## config.mk

```make
export PLATFORM = sky130hd
export DESIGN_NAME = fb_scaler
export DESIGN_NICKNAME = d
export VERILOG_FILES = /design/src/rtl/vid_pkg.sv /design/src/rtl/pipe_delay.sv /design/src/rtl/fb_scaler.sv
export SDC_FILE = /design/constraint.sdc
export NUM_CORES = 1
export LEC_CHECK = 0
export ABC_AREA = 1
export CORE_AREA = 2 2 93 95
export CTS_CLUSTER_SIZE = 8
export DETAILED_ROUTE_END_ITERATION = 12
export DIE_AREA = 0 0 95 97
export PLACE_DENSITY = 0.7
export SLEW_MARGIN = 20
export SYNTH_ARGS = -nofsm -noshare
export SYNTH_HDL_FRONTEND = slang
export SYNTH_SLANG_ARGS = --single-unit
export TNS_END_PERCENT = 1
```

## constraint.sdc

```tcl
create_clock -name clk -period 3.57 [get_ports clk]
set_input_delay 0.357 -clock clk [delete_from_list [all_inputs] [get_ports clk]]
set_output_delay 0.357 -clock clk [all_outputs]
set_load 0.005 [all_outputs]
```

## src/rtl/vid_pkg.sv

```systemverilog
// rtl/vid_pkg.sv - shared video constants: scale encoding and default 800x600 timing
package vid_pkg;

  typedef enum logic [1:0] {
    SCALE_1X   = 2'd0,
    SCALE_2X   = 2'd1,
    SCALE_4X   = 2'd2,
    SCALE_RSVD = 2'd3
  } scale_e;

  localparam int H_ACTIVE_DEF = 800;
  localparam int V_ACTIVE_DEF = 600;
  localparam int CB_DEF       = 3;

  // Reserved encoding falls back to 2x.
  function automatic logic [1:0] scale_shift(input logic [1:0] sel);
    case (scale_e'(sel))
      SCALE_1X: return 2'd0;
      SCALE_4X: return 2'd2;
      default:  return 2'd1;
    endcase
  endfunction

endpackage

```

## src/rtl/pipe_delay.sv

```systemverilog
// rtl/pipe_delay.sv - fixed-depth register delay line with synchronous clear
module pipe_delay #(
  parameter int WIDTH = 1,
  parameter int DEPTH = 1
) (
  input  logic             clk,
  input  logic             reset,
  input  logic [WIDTH-1:0] din_i,
  output logic [WIDTH-1:0] dout_o
);

  logic [WIDTH-1:0] stage_q [DEPTH];

  always_ff @(posedge clk) begin
    if (reset) begin
      for (int i = 0; i < DEPTH; i++) stage_q[i] <= '0;
    end else begin
      stage_q[0] <= din_i;
      for (int i = 1; i < DEPTH; i++) stage_q[i] <= stage_q[i-1];
    end
  end

  assign dout_o = stage_q[DEPTH-1];

endmodule

```

## src/rtl/fb_scaler.sv

```systemverilog
// rtl/fb_scaler.sv - integer upscaler mapping timing counters to image memory reads and pixels
module fb_scaler
  import vid_pkg::*;
#(
  parameter int H_ACTIVE = H_ACTIVE_DEF,
  parameter int V_ACTIVE = V_ACTIVE_DEF,
  parameter int IMG_W    = 400,
  parameter int IMG_H    = 300,
  parameter int CB       = CB_DEF,
  parameter int ADDR_W   = 17,
  parameter int RD_LAT   = 1
) (
  input  logic              clk,
  input  logic              reset,
  input  logic [10:0]       h_count,
  input  logic [9:0]        v_count,
  input  logic [1:0]        scale_sel,
  input  logic [3*CB-1:0]   border_rgb,
  output logic [ADDR_W-1:0] mem_addr,
  output logic              mem_en,
  input  logic [3*CB-1:0]   mem_data,
  output logic [CB-1:0]     red,
  output logic [CB-1:0]     green,
  output logic [CB-1:0]     blue,
  output logic              pix_active
);

  localparam int PW = 2 + 3*CB;

  logic [1:0]        scale_q, scale_d;
  logic [ADDR_W-1:0] line_base_q, line_base_d;
  logic              synced_q, synced_d;
  logic [ADDR_W-1:0] mem_addr_q, mem_addr_d;
  logic              mem_en_q, mem_en_d;
  logic [3*CB-1:0]   rgb_q, rgb_d;
  logic              pix_active_q, pix_active_d;

  logic              h_act, v_act, active_s0, in_img_s0;
  logic              line_end, frame_end, row_step;
  logic [10:0]       col;
  logic [9:0]        row, row_mask;
  logic [PW-1:0]     dly_in, dly_out;
  logic              act_dl, in_img_dl;
  logic [3*CB-1:0]   border_dl;

  // Stage 0: classify the counter sample; the h=0,v=0 sample itself is already in sync.
  always_comb begin
    h_act     = h_count < 11'(H_ACTIVE);
    v_act     = v_count < 10'(V_ACTIVE);
    col       = h_count >> scale_q;
    row       = v_count >> scale_q;
    synced_d  = synced_q | (h_count == 11'd0 && v_count == 10'd0);
    active_s0 = synced_d & h_act & v_act;
    in_img_s0 = active_s0 && (col < 11'(IMG_W)) && (row < 10'(IMG_H));
  end

  // Row base advances by IMG_W once per 2^s lines; stops past the image so it never overflows.
  always_comb begin
    row_mask    = (10'd1 << scale_q) - 10'd1;
    line_end    = (h_count == 11'(H_ACTIVE)) && v_act;
    frame_end   = line_end && (v_count == 10'(V_ACTIVE-1));
    row_step    = (((v_count + 10'd1) & row_mask) == 10'd0) && (row < 10'(IMG_H));
    line_base_d = line_base_q;
    scale_d     = scale_q;
    if (frame_end) begin
      line_base_d = '0;
      scale_d     = scale_shift(scale_sel);
    end else if (line_end && synced_q && row_step) begin
      line_base_d = line_base_q + ADDR_W'(IMG_W);
    end
  end

  always_comb begin
    mem_en_d   = in_img_s0;
    mem_addr_d = in_img_s0 ? line_base_q + ADDR_W'(col) : mem_addr_q;
  end

  assign dly_in = {active_s0, in_img_s0, border_rgb};

  pipe_delay #(
    .WIDTH(PW),
    .DEPTH(RD_LAT + 1)
  ) u_align (
    .clk   (clk),
    .reset (reset),
    .din_i (dly_in),
    .dout_o(dly_out)
  );

  assign {act_dl, in_img_dl, border_dl} = dly_out;

  always_comb begin
    rgb_d        = '0;
    pix_active_d = act_dl;
    if (in_img_dl) rgb_d = mem_data;
    else if (act_dl) rgb_d = border_dl;
  end

  always_ff @(posedge clk) begin
    if (reset) begin
      scale_q      <= SCALE_2X;
      line_base_q  <= '0;
      synced_q     <= 1'b0;
      mem_addr_q   <= '0;
      mem_en_q     <= 1'b0;
      rgb_q        <= '0;
      pix_active_q <= 1'b0;
    end else begin
      scale_q      <= scale_d;
      line_base_q  <= line_base_d;
      synced_q     <= synced_d;
      mem_addr_q   <= mem_addr_d;
      mem_en_q     <= mem_en_d;
      rgb_q        <= rgb_d;
      pix_active_q <= pix_active_d;
    end
  end

  assign mem_addr   = mem_addr_q;
  assign mem_en     = mem_en_q;
  assign {red, green, blue} = rgb_q;
  assign pix_active = pix_active_q;

endmodule

```

---- Word-level counts from Yosys, hierarchy flattened ----
Memories as Yosys holds them, arrays and structs flattened.
Index checks and enable logic that the tools add are counted.
cells by class
  $add $sub $neg .......................... 4
  $lt $le $gt $ge ......................... 4
  eq/ne operators ......................... 3
  shift operators ......................... 3
  mux-type cells .......................... 8
  bitwise logic cells ..................... 6
  reduce and logical (&&, ||, !) cells .... 13
operators with widths
  operator                 count
  $mux W11                 2
  $logic_not A10 Y1        2
  $mux W9                  2
  $add A17 B11 Y17         1
  $add A17 B9 Y17 const B  1
  $eq A11 B10 Y1 const B   1
  $logic_not A11 Y1        1
  $lt A11 B10 Y1 const B   1
  $lt A11 B9 Y1 const B    1
  $shr A11 B2 Y11          1
  $add A10 B1 Y10 const B  1
  $and A10 B10 Y10         1
  $eq A10 B10 Y1 const B   1
  $lt A10 B10 Y1 const B   1
  $lt A10 B9 Y1 const B    1
  $shl A1 B2 Y10 const A   1
  $shr A10 B2 Y10          1
  $sub A10 B1 Y10 const B  1
  $logic_and A1 B1 Y1      8
  $pmux W2 S2              1
  $mux W1                  3
  $or A1 B1 Y1             3
  $and A1 B1 Y1            2
  $eq A2 B2 Y1 const B     1
  other kinds (2)          2
storage, ports and cells
  bits in registers ....................... 48
  bits in writable memories ............... 22
  input port bits ......................... 43
  output and inout port bits .............. 28
  word-level logic and storage cells ...... 49
  memories kept ........................... 1
memory list
  name             words  bits a word  rd ports  clocked after memory_dff  write ports  RTL line          source
  u_align.stage_q  2      11           2         0                         2            pipe_delay.sv:12  logic [WIDTH-1:0] stage_q [DEPTH];

---- Logic depth before layout (Yosys ltp) ----
  word-level depth ........................ 8
  mapped depth ............................ 18
  depth with buffers taken out ............ 17

---- By module ----
Synthesis repeated with hierarchy kept, for this count alone.
second synthesis, totals
  cells, all modules ...................... 602
  area, all modules ....................... 3931.3 sq um
modules (own cells, without submodules)
  module      instances  cells each  area each (sq um)  seq. area each (sq um)
  fb_scaler   1          523         3220.6             880.8
  pipe_delay  1          79          710.7              440.4

---- Worst setup path after synthesis ----
No wires, ideal clock.
  path kind ............................... reg-to-reg
  start point ............................. register scale_q[0]
  end point ............................... register mem_addr_q[16] (netlist: mem_addr[16])
  library setup time ...................... 0.113 ns
  data arrival time ....................... 2.087 ns
  data required time ...................... 3.457 ns
  slack ................................... 1.370 ns
  stages on the path, launching flop included .. 18
  path buffers ............................ 1
  period minus slack after synthesis ...... 2.200 ns
  path through ............................ dfxtp_1 > buf_6 > o21ai_2 > inv_1 > nand2_1 > o21ai_1 > inv_1 > ha_1 > fa_1 > nand3_1 > nand2_1 > nand4_1 > nand2_1 > nand2_1 > xor2_1 > nand2_1 > nand2_1 > nor2_1
on the way
  word-level cells in the longest chain between the ends .. 4
  elaborated cells on any way between the ends .. 7
  those cells by class .................... 1 x add/sub; 2 x order compare; 2 x shift; 2 x reduce/logical
RTL lines
  element                            RTL line          source
  from (decl)                        fb_scaler.sv:30   logic [1:0] scale_q, scale_d;
  from (signal assigned)             fb_scaler.sv:109  scale_q <= scale_d;
  $shr A11 B2 Y11                    fb_scaler.sv:50   col = h_count >> scale_q;
  $lt A11 B9 Y1                      fb_scaler.sv:54   in_img_s0 = active_s0 && (col < 11'(IMG_W)) && (row < 10'(IMG_H));
  $logic_and A1 B1 Y1 (2 in series)  fb_scaler.sv:54
  to (signal assigned)               fb_scaler.sv:112  mem_addr_q <= mem_addr_d;
  to (decl)                          fb_scaler.sv:33   logic [ADDR_W-1:0] mem_addr_q, mem_addr_d;
Several ways; a longest one is shown, not always the timed one.
A chain may end at the register's enable or synchronous reset.

---- Final worst setup path ----
  start point ............................. register scale_q[0]
  end point ............................... register line_base_q[6]
on the way
  word-level cells in the longest chain between the ends .. 6
  elaborated cells on any way between the ends .. 8
  those cells by class .................... 1 x add/sub; 1 x order compare; 2 x shift; 1 x bitwise; 3 x reduce/logical
RTL lines
  element                RTL line          source
  $shl A1 B2 Y10         fb_scaler.sv:59   row_mask = (10'd1 << scale_q) - 10'd1;
  $sub A10 B1 Y10        fb_scaler.sv:59
  $and A10 B10 Y10       fb_scaler.sv:62   row_step = (((v_count + 10'd1) & row_mask) == 10'd0) && (row < 10'(IMG_H));
  $logic_not A10 Y1      fb_scaler.sv:62
  $logic_and A1 B1 Y1 *  fb_scaler.sv:62
  $logic_and A1 B1 Y1 *  fb_scaler.sv:68   end else if (line_end && synced_q && row_step) begin
  to (signal assigned)   fb_scaler.sv:110  line_base_q <= line_base_d;
  to (decl)              fb_scaler.sv:31   logic [ADDR_W-1:0] line_base_q, line_base_d;
Every way passes the cells marked *; elsewhere a longest branch is shown, timed or not.

==> flow_summary.ini <==
[job]
max_cap_viol_count = 0

[sta]
final_max_slew_viol_count = 0
worstMarginPinSlew_ps = 790
rsz0062_at_grt = no
worst_slack_ps = 728
final.setup.tns_ps = 0
finalCriticalPeriod_ps = 2840
hold-worst-slack_ps = 395
hold_viol = 0
max_clock_freq_ghz = 0.352
min_period_over_period_pct = 79.6
setup_viol = 0
clock_skew_ps = 10.9
slew-limit-headroom_pct = 47.3

[layout]
antenna_cells = 0
nets = 681
drive_gt1_share_pct = 5.56
area_growth_pct = 26.1
final_core_util_pct = 56.2

[place]
finalWeightedCongestion = 0.941
dp_hpwl_um = 6310
port_buffers = 70
preCtsSetupSlack_ps = 734

[worst_setup_path]
rr_worst_depth = 14
reg2reg_to = line_base_q[6]
crit_path_frequent_cell = nor2_1
crit_path_cell_trace = inv_2 -> nor2_1 -> inv_2 -> ha_1 -> nor2_1 -> a21oi_1 -> nand2_1 -> nor2_1 -> nand3_1 -> nor2_4 -> nand2_1 -> clkinv_2 -> nor2_1 -> nor2_1
r2r_setup_slack_ps = 730
cp-end-kind = register
cp-start-kind = register
cp_max_fo = 23
cpPeakStageDelay_ps = 840
crit_type = register to register
slowest_stage = dfxtp_1
cp.required_ps = 3840
r2r-start = scale_q[0]
worstPathArrival_ps = 3110

[global_routing]
grt_usage_pct = 19.2
grt_pass1_vias = 3352
grt_max_degree = 35
gr-total-overflow = 0
antenna_found_initial = 0
grt_pass1_wl_um = 14400

[yosys]
synth_top_flop_cell = dfxtp_1
synth_top_area_cell = dfxtp_1
syn_nets = 612
synthArstFlopShare_pct = 0
synthTopCellsByArea = dfxtp_1, nand2_1, nor2_1
synth_area_per_cell_sq_um = 6.51
synth.distinct_cells = 35
syn_inst = 556
ys_seq_area_share_pct = 35.9
syn-cell-area_sq_mm = 0.00362
yosys_warnings = 0
synth_seq_cells = 65
synth_top_area_share_pct = 35.9
synth_edf_count = 0

[die]
num_rows = 33
initial_utilization_pct = 44.5
die_h_um = 97
fp.dieArea_sq_mm = 0.00922
core_sq_mm = 0.00813
pin_count = 71
die-width_um = 95

[clock_network]
cts_sinks = 65
postCtsHoldBufs = 0
clock_path_buffers = 2
cts_setup_buffers = 0
cts_tree = built
cts_root_buf = clkbuf_8
clock_latency_ps = 330
cts_buffers = 9
htree_levels = 3
cts_resized = 0
path_clk_slew_ps = 80

[drt]
vias = 3469
initialDrtViolationCount = 198
firstDrtPassIters = 4
routed_wl_um = 8210
routedWlPerCell_um = 11.2
viasPerCell = 4.72
ant_nets = 0
drc = 0

[min_path]
min_path_type = register to register
hold_end = u_align.stage_q[0][21]
worstHoldStart = u_align.stage_q[0][10]
worstHoldPathCells = 2

[pwr]
peakVddDrop_mv = 0.168
power_density_mw_per_mm2 = 328
p_leak_nw = 2.05

[outcome]
outcome = completed
[how the worst max path moves through the flow]
stage                     startpoint               to  slack, ps  cells past startpoint
after global placement    h_count[7]     mem_addr[16]        780                     18
after global routing      scale_q[0]  line_base_q[12]        340                     14
after CTS                 scale_q[0]   line_base_q[6]        740                     14
after floorplan           scale_q[0]     mem_addr[16]       1370                     17
final                     scale_q[0]   line_base_q[6]        730                     14
after detailed placement  h_count[7]     mem_addr[16]        730                     18
[per-layer routing]
layer | wire, um | GRT usage (%)
met4 | 66 | 6.24
met2 | 3870 | 32.0
met1 | 3850 | 24.0
met5 | 0 | 0
met3 | 427 | 4.67
[power breakdown]
group / total, mW / switching [mW] / internal [mW]
clock: 0.612 / 0.287 / 0.325
combinational: 0.151 / 0.0803 / 0.0706
sequential: 0.736 / 0.00210 / 0.734
[per-stage QoR]
| stage | cells | instance area [sq um] | power, mW |
|---|---|---|---|
| final | 735 | 4570 | 1.50 |
| after global routing | 735 | 4570 | 1.58 |
| after CTS | 735 | 4570 | 1.52 |
| after detailed placement | 719 | 4370 | 0.903 |
| after global placement | 719 | 4370 | 0.902 |
| after floorplan | 556 | 3620 | 0.830 |
[critical path, delay by kind of cell (launching register included)]
| family | cells | cell delay, ps |
|---|---|---|
| AOI/OAI and AO/OA | 1 | 110 |
| adders and majority gates | 1 | 270 |
| buffers and inverters | 3 | 370 |
| DFF | 1 | 840 |
| and+or+nand+nor | 9 | 1190 |
[synth_stat cells, drive strengths merged, types with 2 or more instances]
cell and instances:
buf 8, dfxtp 65, a21oi 25, clkbuf 6, nor2 108, nand4 5, xnor2 2, nand3 36
ha 12, nand2 150, a31oi 3, nor3 10, a22oi 3, o21ai 23, inv 77, xor2 13
clkinv 4
[cell usage in the layout (no fill, tap or decap), types with 3 or more instances in the layout]
cell type	n
o21ai_0	11
a21oi_1	25
nand4_1	5
inv_2	3
nor3_1	10
nor2_1	105
clkinv_4	3
o21ai_2	5
dfxtp_1	65
inv_1	74
clkinv_1	3
a22oi_1	3
o21ai_1	7
ha_1	12
nand2_1	147
clkbuf_8	9
clkdlybuf4s50_1	70
xor2_1	13
nand3_1	34
a31oi_1	3
[registers in the layout, summed over array words and instances (netlist names)]
name             count
line_base_q         13
mem_addr            17
pix_active           1
rgb_q                9
scale_q              2
synced_q             1
u_align.stage_q     22
[cell type report]
type                       count  area [sq um]
sequential                    65          1300
fill                         806          3560
tap                          105           131
timing repair buffer          72           716
inverter                      81           305
clock inverter                 6          68.8
clock buffer                  10           128
multi-input combinational    396          1920
[cell families after synthesis]
| kind of cell | Yosys count | synth area share (%) |
|---|---|---|
| AOI/OAI and AO/OA | 57 | 8.91 |
| DFF | 65 | 35.9 |
| adders and majority gates | 13 | 4.70 |
| xor gates and xnor gates | 15 | 3.63 |
| buffers and inverters | 95 | 11.1 |
| and+or+nand+nor | 310 | 35.5 |
| muxes | 1 | 0.276 |
Note: power is estimated with default switching activity, not from simulation.
